[config.mk]
export PLATFORM = sky130hd
export DESIGN_NAME = id_ex_stage
export DESIGN_NICKNAME = d
export VERILOG_FILES = /design/src/rtl/cpu_defs.sv /design/src/rtl/fwd_mux.sv /design/src/rtl/id_ex_stage.sv
export SDC_FILE = /design/constraint.sdc
export NUM_CORES = 1
export LEC_CHECK = 0
export CORE_UTILIZATION = 36
export CTS_BUF_LIST = sky130_fd_sc_hd__clkbuf_4 sky130_fd_sc_hd__clkbuf_8
export DETAILED_ROUTE_END_ITERATION = 8
export PLACE_DENSITY = 0.79
export SETUP_SLACK_MARGIN = 0.15
export SLEW_MARGIN = 20
export SYNTH_ARGS = -nofsm -noshare
export SYNTH_HDL_FRONTEND = slang
export SYNTH_SLANG_ARGS = --single-unit
[constraint.sdc]
create_clock -name clk -period 2 [get_ports clk]
set_clock_uncertainty 0.2 [all_clocks]
set_input_delay 0.2 -clock clk [delete_from_list [all_inputs] [get_ports clk]]
set_output_delay 0.2 -clock clk [all_outputs]
set_load 0.01 [all_outputs]
[src/rtl/cpu_defs.sv]
// Shared encodings and datapath defaults for the scalar MIPS core.
package cpu_defs;

    localparam int DW_DEF = 32;
    localparam int RW_DEF = 5;

    localparam logic [RW_DEF-1:0] REG_ZERO = '0;

    typedef enum logic [2:0] {
        ALU_ADD = 3'd0,
        ALU_SUB = 3'd1,
        ALU_AND = 3'd2,
        ALU_OR  = 3'd3,
        ALU_XOR = 3'd4,
        ALU_NOR = 3'd5,
        ALU_SLT = 3'd6,
        ALU_SFT = 3'd7
    } alu_op_e;

    typedef enum logic [1:0] {
        SH_SLL = 2'd0,
        SH_SRL = 2'd1,
        SH_SRA = 2'd2,
        SH_ROR = 2'd3
    } shift_e;

endpackage

[src/rtl/fwd_mux.sv]
// Operand bypass selector: EX result beats MEM result beats regfile; $0 never bypassed.
module fwd_mux
    import cpu_defs::*;
#(
    parameter int DW = DW_DEF,
    parameter int RW = RW_DEF
) (
    input  logic [RW-1:0] i_src_addr,
    input  logic [DW-1:0] i_rf_data,
    input  logic          i_ex_fwd_en,
    input  logic [RW-1:0] i_ex_addr,
    input  logic [DW-1:0] i_ex_data,
    input  logic          i_mem_fwd_en,
    input  logic [RW-1:0] i_mem_addr,
    input  logic [DW-1:0] i_mem_data,
    output logic [DW-1:0] o_operand
);

    logic w_src_nz;
    logic w_ex_hit;
    logic w_mem_hit;

    assign w_src_nz  = (i_src_addr != RW'(REG_ZERO));
    assign w_ex_hit  = i_ex_fwd_en  && w_src_nz && (i_ex_addr  == i_src_addr);
    assign w_mem_hit = i_mem_fwd_en && w_src_nz && (i_mem_addr == i_src_addr);

    assign o_operand = w_ex_hit  ? i_ex_data  :
                       w_mem_hit ? i_mem_data :
                                   i_rf_data;

endmodule

[src/rtl/id_ex_stage.sv]
// ID->EX pipeline register with operand forwarding and load-use bubble insertion.
// Optional stall/bubble performance counters are enabled by defining ID_EX_PERF_EN.
module id_ex_stage
    import cpu_defs::*;
#(
    parameter int DW = DW_DEF,
    parameter int RW = RW_DEF
) (
    input  logic          clk,
    input  logic          rst,
    input  logic          id_valid,
    output logic          id_ready,
    input  logic [2:0]    id_alu_sel,
    input  logic [1:0]    id_shift,
    input  logic [4:0]    id_shamt,
    input  logic [RW-1:0] id_rs_addr,
    input  logic [RW-1:0] id_rt_addr,
    input  logic [DW-1:0] id_rs_data,
    input  logic [DW-1:0] id_rt_data,
    input  logic [DW-1:0] id_imm,
    input  logic          id_use_imm,
    input  logic          id_wb_en,
    input  logic [RW-1:0] id_wb_addr,
    input  logic          id_is_load,
    input  logic          flush,
    input  logic          ex_ready,
    input  logic [DW-1:0] ex_alu_res,
    input  logic          mem_wb_en,
    input  logic [RW-1:0] mem_wb_addr,
    input  logic [DW-1:0] mem_wb_data,
    output logic          ex_valid,
    output logic [2:0]    W_alu_sel,
    output logic [1:0]    W_shift,
    output logic [4:0]    W_shamt,
    output logic [DW-1:0] W_rs,
    output logic [DW-1:0] W_rt,
    output logic          ex_wb_en,
    output logic [RW-1:0] ex_wb_addr,
`ifdef ID_EX_PERF_EN
    output logic [31:0]   perf_stall_cnt,
    output logic [31:0]   perf_bubble_cnt,
`endif
    output logic          ex_is_load
);

    logic          r_valid;
    logic [2:0]    r_alu_sel;
    logic [1:0]    r_shift;
    logic [4:0]    r_shamt;
    logic [DW-1:0] r_rs;
    logic [DW-1:0] r_rt;
    logic          r_wb_en;
    logic [RW-1:0] r_wb_addr;
    logic          r_is_load;

    logic          w_ex_fwd_en;
    logic          w_ex_dst_nz;
    logic          w_load_use;
    logic          w_id_ready;
    logic          w_capture;
    logic          w_clear;
    logic          w_bubble;
    logic [DW-1:0] w_rs_fwd;
    logic [DW-1:0] w_rt_fwd;
    logic [DW-1:0] w_rt_op;

    // A load's data is not ready in EX, so only non-load results bypass from here.
    assign w_ex_fwd_en = r_valid && r_wb_en && !r_is_load;
    assign w_ex_dst_nz = (r_wb_addr != RW'(REG_ZERO));

    assign w_load_use = r_valid && r_is_load && r_wb_en && w_ex_dst_nz &&
                        ((r_wb_addr == id_rs_addr) ||
                         (!id_use_imm && (r_wb_addr == id_rt_addr)));

    assign w_id_ready = ex_ready && !w_load_use;
    assign id_ready   = w_id_ready;

    assign w_bubble  = !flush && ex_ready && w_load_use;
    assign w_capture = !flush && ex_ready && !w_load_use && id_valid;
    assign w_clear   = flush || (ex_ready && !w_capture);

    fwd_mux #(.DW(DW), .RW(RW)) u_fwd_rs (
        .i_src_addr   (id_rs_addr),
        .i_rf_data    (id_rs_data),
        .i_ex_fwd_en  (w_ex_fwd_en),
        .i_ex_addr    (r_wb_addr),
        .i_ex_data    (ex_alu_res),
        .i_mem_fwd_en (mem_wb_en),
        .i_mem_addr   (mem_wb_addr),
        .i_mem_data   (mem_wb_data),
        .o_operand    (w_rs_fwd)
    );

    fwd_mux #(.DW(DW), .RW(RW)) u_fwd_rt (
        .i_src_addr   (id_rt_addr),
        .i_rf_data    (id_rt_data),
        .i_ex_fwd_en  (w_ex_fwd_en),
        .i_ex_addr    (r_wb_addr),
        .i_ex_data    (ex_alu_res),
        .i_mem_fwd_en (mem_wb_en),
        .i_mem_addr   (mem_wb_addr),
        .i_mem_data   (mem_wb_data),
        .o_operand    (w_rt_fwd)
    );

    assign w_rt_op = id_use_imm ? id_imm : w_rt_fwd;

    // Flush, load-use and idle cycles all present a clean all-zero bubble to EX.
    always_ff @(posedge clk) begin
        // NOTE: state registers use non-blocking assignment so every register
        // samples pre-edge values regardless of statement order.
        if (!rst || w_clear) begin
            r_valid   <= 1'b0;
            r_alu_sel <= '0;
            r_shift   <= '0;
            r_shamt   <= '0;
            r_rs      <= '0;
            r_rt      <= '0;
            r_wb_en   <= 1'b0;
            r_wb_addr <= '0;
            r_is_load <= 1'b0;
        end else if (w_capture) begin
            r_valid   <= 1'b1;
            r_alu_sel <= id_alu_sel;
            r_shift   <= id_shift;
            r_shamt   <= id_shamt;
            r_rs      <= w_rs_fwd;
            r_rt      <= w_rt_op;
            r_wb_en   <= id_wb_en;
            r_wb_addr <= id_wb_addr;
            r_is_load <= id_is_load;
        end
    end

    assign ex_valid   = r_valid;
    assign W_alu_sel  = r_alu_sel;
    assign W_shift    = r_shift;
    assign W_shamt    = r_shamt;
    assign W_rs       = r_rs;
    assign W_rt       = r_rt;
    assign ex_wb_en   = r_wb_en;
    assign ex_wb_addr = r_wb_addr;
    assign ex_is_load = r_is_load;

`ifdef ID_EX_PERF_EN
    logic [31:0] r_stall_cnt;
    logic [31:0] r_bubble_cnt;

    // Both counters wrap naturally at 2^32.
    always_ff @(posedge clk) begin
        if (!rst) begin
            r_stall_cnt  <= '0;
            r_bubble_cnt <= '0;
        end else begin
            if (id_valid && !w_id_ready) begin
                r_stall_cnt <= r_stall_cnt + 32'd1;
            end
            if (w_bubble) begin
                r_bubble_cnt <= r_bubble_cnt + 32'd1;
            end
        end
    end

    assign perf_stall_cnt  = r_stall_cnt;
    assign perf_bubble_cnt = r_bubble_cnt;
`endif

endmodule

After elaboration in Yosys (flattened, before gate mapping)
Cells that the tools add are included.
Word-level totals
  bits in registers: 82
  input bits: 199
  output and inout bits: 83
  word-level logic and storage cells: 50
Cells by class
  equal/unequal tests: 4
  multiplexer cells: 5
  reductions and logical operators: 32
Operators by type and width (count)
  32-bit two-way mux: 5
  5-bit == test: 4
  1-bit logical AND: 20
  5-bit nonzero test: 3
  1-bit logical NOT: 6
  1-bit logical OR: 3

Longest topological paths before layout
  word-level depth: 11
  depth in mapped cells: 8
  depth with buffers taken out: 6

Cells and area by module
Synthesis repeated with hierarchy kept, for this count alone.
Second synthesis, totals
  cell total of the unflattened synthesis: 621
  area, all modules: 4969.8 um^2
Modules (own cells, without submodules)
  id_ex_stage: instances 1, cells each 283, area each 3072.9 um^2, seq. area each 1641.6 um^2
  fwd_mux: instances 2, cells each 169, area each 948.4 um^2, seq. area each 0.0 um^2

Worst setup path after synthesis
OpenSTA, ideal clock, no wires.
  path type: register to register
  start point: reg r_wb_addr[4], in the netlist ex_wb_addr[4]
  end point: reg r_rs[11], in the netlist W_rs[11]
  setup time: 0.123 ns
  arrival time: 1.919 ns
  required time: 1.677 ns
  slack: -0.242 ns
  stages on the path, launching flop included: 8
  path buffers: 1
  clock period less this slack: 2.242 ns
  cells stage by stage: dfxtp_1 xnor2_1 nand3_1 o32a_1 o2111ai_4 clkbuf_1 a311o_1 a21oi_1
Between the ends
  cells in the longest elaborated chain, start to end: 11
  elaborated cells between the ends (all ways): 16
  those cells by class: eq/ne: 2; mux: 1; reduce/logical: 13
RTL lines
  start, declared: line id_ex_stage.sv:53  | logic [RW-1:0] r_wb_addr;
  start signal, assigned: line id_ex_stage.sv:130  | r_wb_addr <= id_wb_addr;
  5-bit == test: line id_ex_stage.sv:73  | (!id_use_imm && (r_wb_addr == id_rt_addr)));
  1-bit logical AND: line id_ex_stage.sv:73
  1-bit logical OR: line id_ex_stage.sv:72  | ((r_wb_addr == id_rs_addr) ||
  1-bit logical AND: line id_ex_stage.sv:71  | assign w_load_use = r_valid && r_is_load && r_wb_en && w_ex_dst_nz &&
  1-bit logical NOT: line id_ex_stage.sv:79  | assign w_capture = !flush && ex_ready && !w_load_use && id_valid;
  1-bit logical AND (2 in a row): line id_ex_stage.sv:79
  1-bit logical NOT: line id_ex_stage.sv:80  | assign w_clear = flush || (ex_ready && !w_capture);
  1-bit logical AND: line id_ex_stage.sv:80
  1-bit logical OR: line id_ex_stage.sv:80
  1-bit logical OR: line id_ex_stage.sv:112  | if (!rst || w_clear) begin
  end signal, assigned: line id_ex_stage.sv:127  | r_rs <= w_rs_fwd;
  end, declared: line id_ex_stage.sv:50  | logic [DW-1:0] r_rs;
Parallel ways exist; a longest one is shown, timed or not.
A chain may end at the register's enable or synchronous reset.

Final worst setup path
  start point: reg r_wb_addr[0], in the netlist ex_wb_addr[0]
  end point: reg r_rt[11], in the netlist W_rt[11]
Between the ends
  cells in the longest elaborated chain, start to end: 11
  elaborated cells between the ends (all ways): 17
  those cells by class: eq/ne: 2; mux: 2; reduce/logical: 13
RTL lines
  5-bit == test: line fwd_mux.sv:24, id_ex_stage.sv:73
  1-bit logical AND: line id_ex_stage.sv:73
  1-bit logical OR: line id_ex_stage.sv:72
  1-bit logical AND: line id_ex_stage.sv:71
  1-bit logical NOT: line id_ex_stage.sv:79
  1-bit logical AND (2 in a row): line id_ex_stage.sv:79
  1-bit logical NOT: line id_ex_stage.sv:80
  1-bit logical AND: line id_ex_stage.sv:80
  1-bit logical OR: line id_ex_stage.sv:80
  1-bit logical OR: line id_ex_stage.sv:112
  end signal, assigned: line id_ex_stage.sv:128  | r_rt <= w_rt_op;
  end, declared: line id_ex_stage.sv:51  | logic [DW-1:0] r_rt;
Parallel ways exist; a longest one is shown, timed or not.

==> run metrics <==
root buffer cell=clkbuf_8; WP data required=2070 ps; Post-synth EDFFs=0; number of core rows=42; Mapped Cells=663; drt wl/cell=19.5 um; Hold Path Class=input pin to register; die area=14500 um2; Design Power=0.00402 W; Total GRT Usage=0.283; global route hottest layer=met2; largest net degree at the start of global routing=65; Max H-tree Level=3; crit path max-delay cell type=o32a_1; met1 usage=0.305; Die Ht=120 um; Worst-Margin Slew=686 ps; setup violators final=83; hold_buf cts=0; number of vias per cell=5.56; DPL Wire Length=14.4 mm; Num CTS Buffers=9; TritonCTS clock tree=built; failing checks=negative setup slack; first-pass GRT wire length=31.9 mm; RSZ-0062 raised after global routing=true; GR met3 Demand/Resource=0.0948; CP bufs+invs=5; # DRC=0; IO Port Bufs=281; worst setup path class=register to register; CP Max Fanout=6; Max Clock Freq=415 MHz; post-layout instance area=9230 um2; Pleak=3.43 nW; n_diodes=0; startpoint types=register; Max Cap Viol=0; final hold slack=179 ps; grt ovf=0; Top delay family on crit path=buffers and inverters; Initial Utilization=0.375; nets@finish=1160; CTS sink cnt=82; Synth cell types=37; largest buffer count on any clock path=2; Async SR Flop Fraction=0; Max Transition Viols Final=0; Boundary Pins=282; critical-path cell list=buf_4 > xnor2_2 > nand2_1 > o32a_1 > buf_6 > o2111a_2 > buf_12 > buf_12 > clkbuf_16 > nor2_2 > nor3_2; layout cell share with drive strength beyond 1=0.204; clock latency on the worst-skew pair=370 ps; routing usage on met2=0.503; GPL Wtd Cong=0.933; initial antenna violation count=0; Mean Syn Cell Area=7.61 um2; Worst IR Drop VDD=0.000456 V; TritonRoute pass-1 iters=5; largest stage delay on the critical path=380 ps; flops & latches, synth=82; Netlist Area Pre-Place=5050 um2; via count=6342; Die Wd=120 um; sequential area share after synthesis=0.325; Yosys warnings=0; run status=finished, violations left; Syn Nets=862; Reg clk slew, reported paths=90 ps; cell repeated most along the worst path=buf_12; Area Growth Syn to Fin=82.9%; total wire length=22.2 mm; DRT iter0 DRCs=469; Layout Utilization=0.686; period utilisation layout=1.20; TNS Setup=-28900 ps; vias in the first global route=6101; power per cell area=435 nW/um2; Worst slew margin=0.543; Final Hold Viols=0; Final min period=2410 ps; crit path capture type=register; critical path arrival=2480 ps; Primary FF master, synth=dfxtp_1; core area=13500 um2; Worst Slack Setup Final=-409 ps; Post-DRT Antenna Nets=0; placement-stage cell area=8390 um2
tightest hold or removal path, stage by stage:
cell	delay (ps)
clkdlybuf4s50_1	410
nand2_2	70
a21oi_2	40
Yosys cell counts (2+ instances only):
master     count  share of area
o2111ai_4      2          0.010
a21boi_1       6         0.0089
or3_1          3         0.0037
a21oi_1       45          0.045
buf_2         29          0.029
inv_1          2         0.0015
nor3_2        29          0.058
a21boi_0      26          0.039
a21oi_2        4         0.0069
nor2_1        99          0.074
xor2_1         5         0.0087
a311o_1       32          0.063
o311a_1       33          0.065
buf_6          7          0.016
a211oi_1      32          0.048
dfxtp_1       82           0.33
nand4_1        2         0.0025
nand2_1      163           0.12
clkbuf_1      27          0.020
nor3_1         4         0.0040
xnor2_1       15          0.026
routing by layer:
layer	wire length (um)	up-vias
met2	10800	329
met4	646	0
met1	8650	3003
met3	2100	49
li1	-	2961
met5	0	-
through the flow:
step / worst slack [ps] / cells
after floorplan: -170 / 663
after global placement: -766 / 1102
after detailed placement: -844 / 1102
after CTS: -359 / 1132
after global routing: -461 / 1140
final: -409 / 1140
report_power, final:
part           internal (W)  total [W]  switching (W)
Clock              0.000648    0.00129       0.000644
Combinational      0.000619    0.00106       0.000440
Sequential          0.00165    0.00167      0.0000151
worst paths after layout:
check,from,to,slack [ps],depth (start not counted)
setup / recovery,ex_wb_addr[0],W_rt[11],-410,11
setup reg to reg,ex_wb_addr[0],W_rt[11],-410,11
hold / removal,id_shift[1],W_shift[1],180,3
hold reg to reg,W_rs[31],W_rs[31],260,2
cells in the final DEF, fill, tap and decap left out, types with 9 or more instances in the layout:
| cell type | Yosys | routed |
|---|---|---|
| nor2_1 | 99 | 74 |
| xnor2_1 | 15 | 13 |
| buf_4 | 0 | 36 |
| nand2_1 | 163 | 148 |
| nor2_4 | 0 | 12 |
| a211oi_1 | 32 | 32 |
| nand2_4 | 0 | 12 |
| clkdlybuf4s50_1 | 0 | 278 |
| dfxtp_1 | 82 | 77 |
| a21boi_1 | 6 | 9 |
| a21oi_1 | 45 | 26 |
| a21boi_0 | 26 | 23 |
| a21oi_2 | 4 | 23 |
| nor2_2 | 0 | 14 |
| clkbuf_8 | 0 | 11 |
| o311a_1 | 33 | 33 |
| a311o_1 | 32 | 32 |
| buf_12 | 0 | 21 |
| nor3_2 | 29 | 32 |
registers in the layout, summed over array words and instances (netlist names):
signal      cells
W_alu_sel       3
W_rs           32
W_rt           32
W_shamt         5
W_shift         2
ex_is_load      1
ex_valid        1
ex_wb_addr      5
ex_wb_en        1
layout make-up:
class	count	area, um2
well taps	176	220
clock buffers	12	159
flip-flops and latches	82	1650
clock inverters	2	36.3
repair buffers	350	3740
inverters	2	7.51
multi-input cells	516	3420
fillers	1114	4220
timing repair:
action                                  CTS  global route
setup buffers                            12             2
resized for setup                        27            66
cloned                                    4             6
endpoints found under the setup margin   83            84
pin swaps                                 9            11
logic make-up after synthesis:
logic type | after synthesis | share of synthesized area
simple gates | 307 | 0.274
compound gates | 188 | 0.299
xor+xnor | 20 | 0.0347
flops | 82 | 0.325
buf+inv | 66 | 0.0669
(Power assumes the default switching activity.)
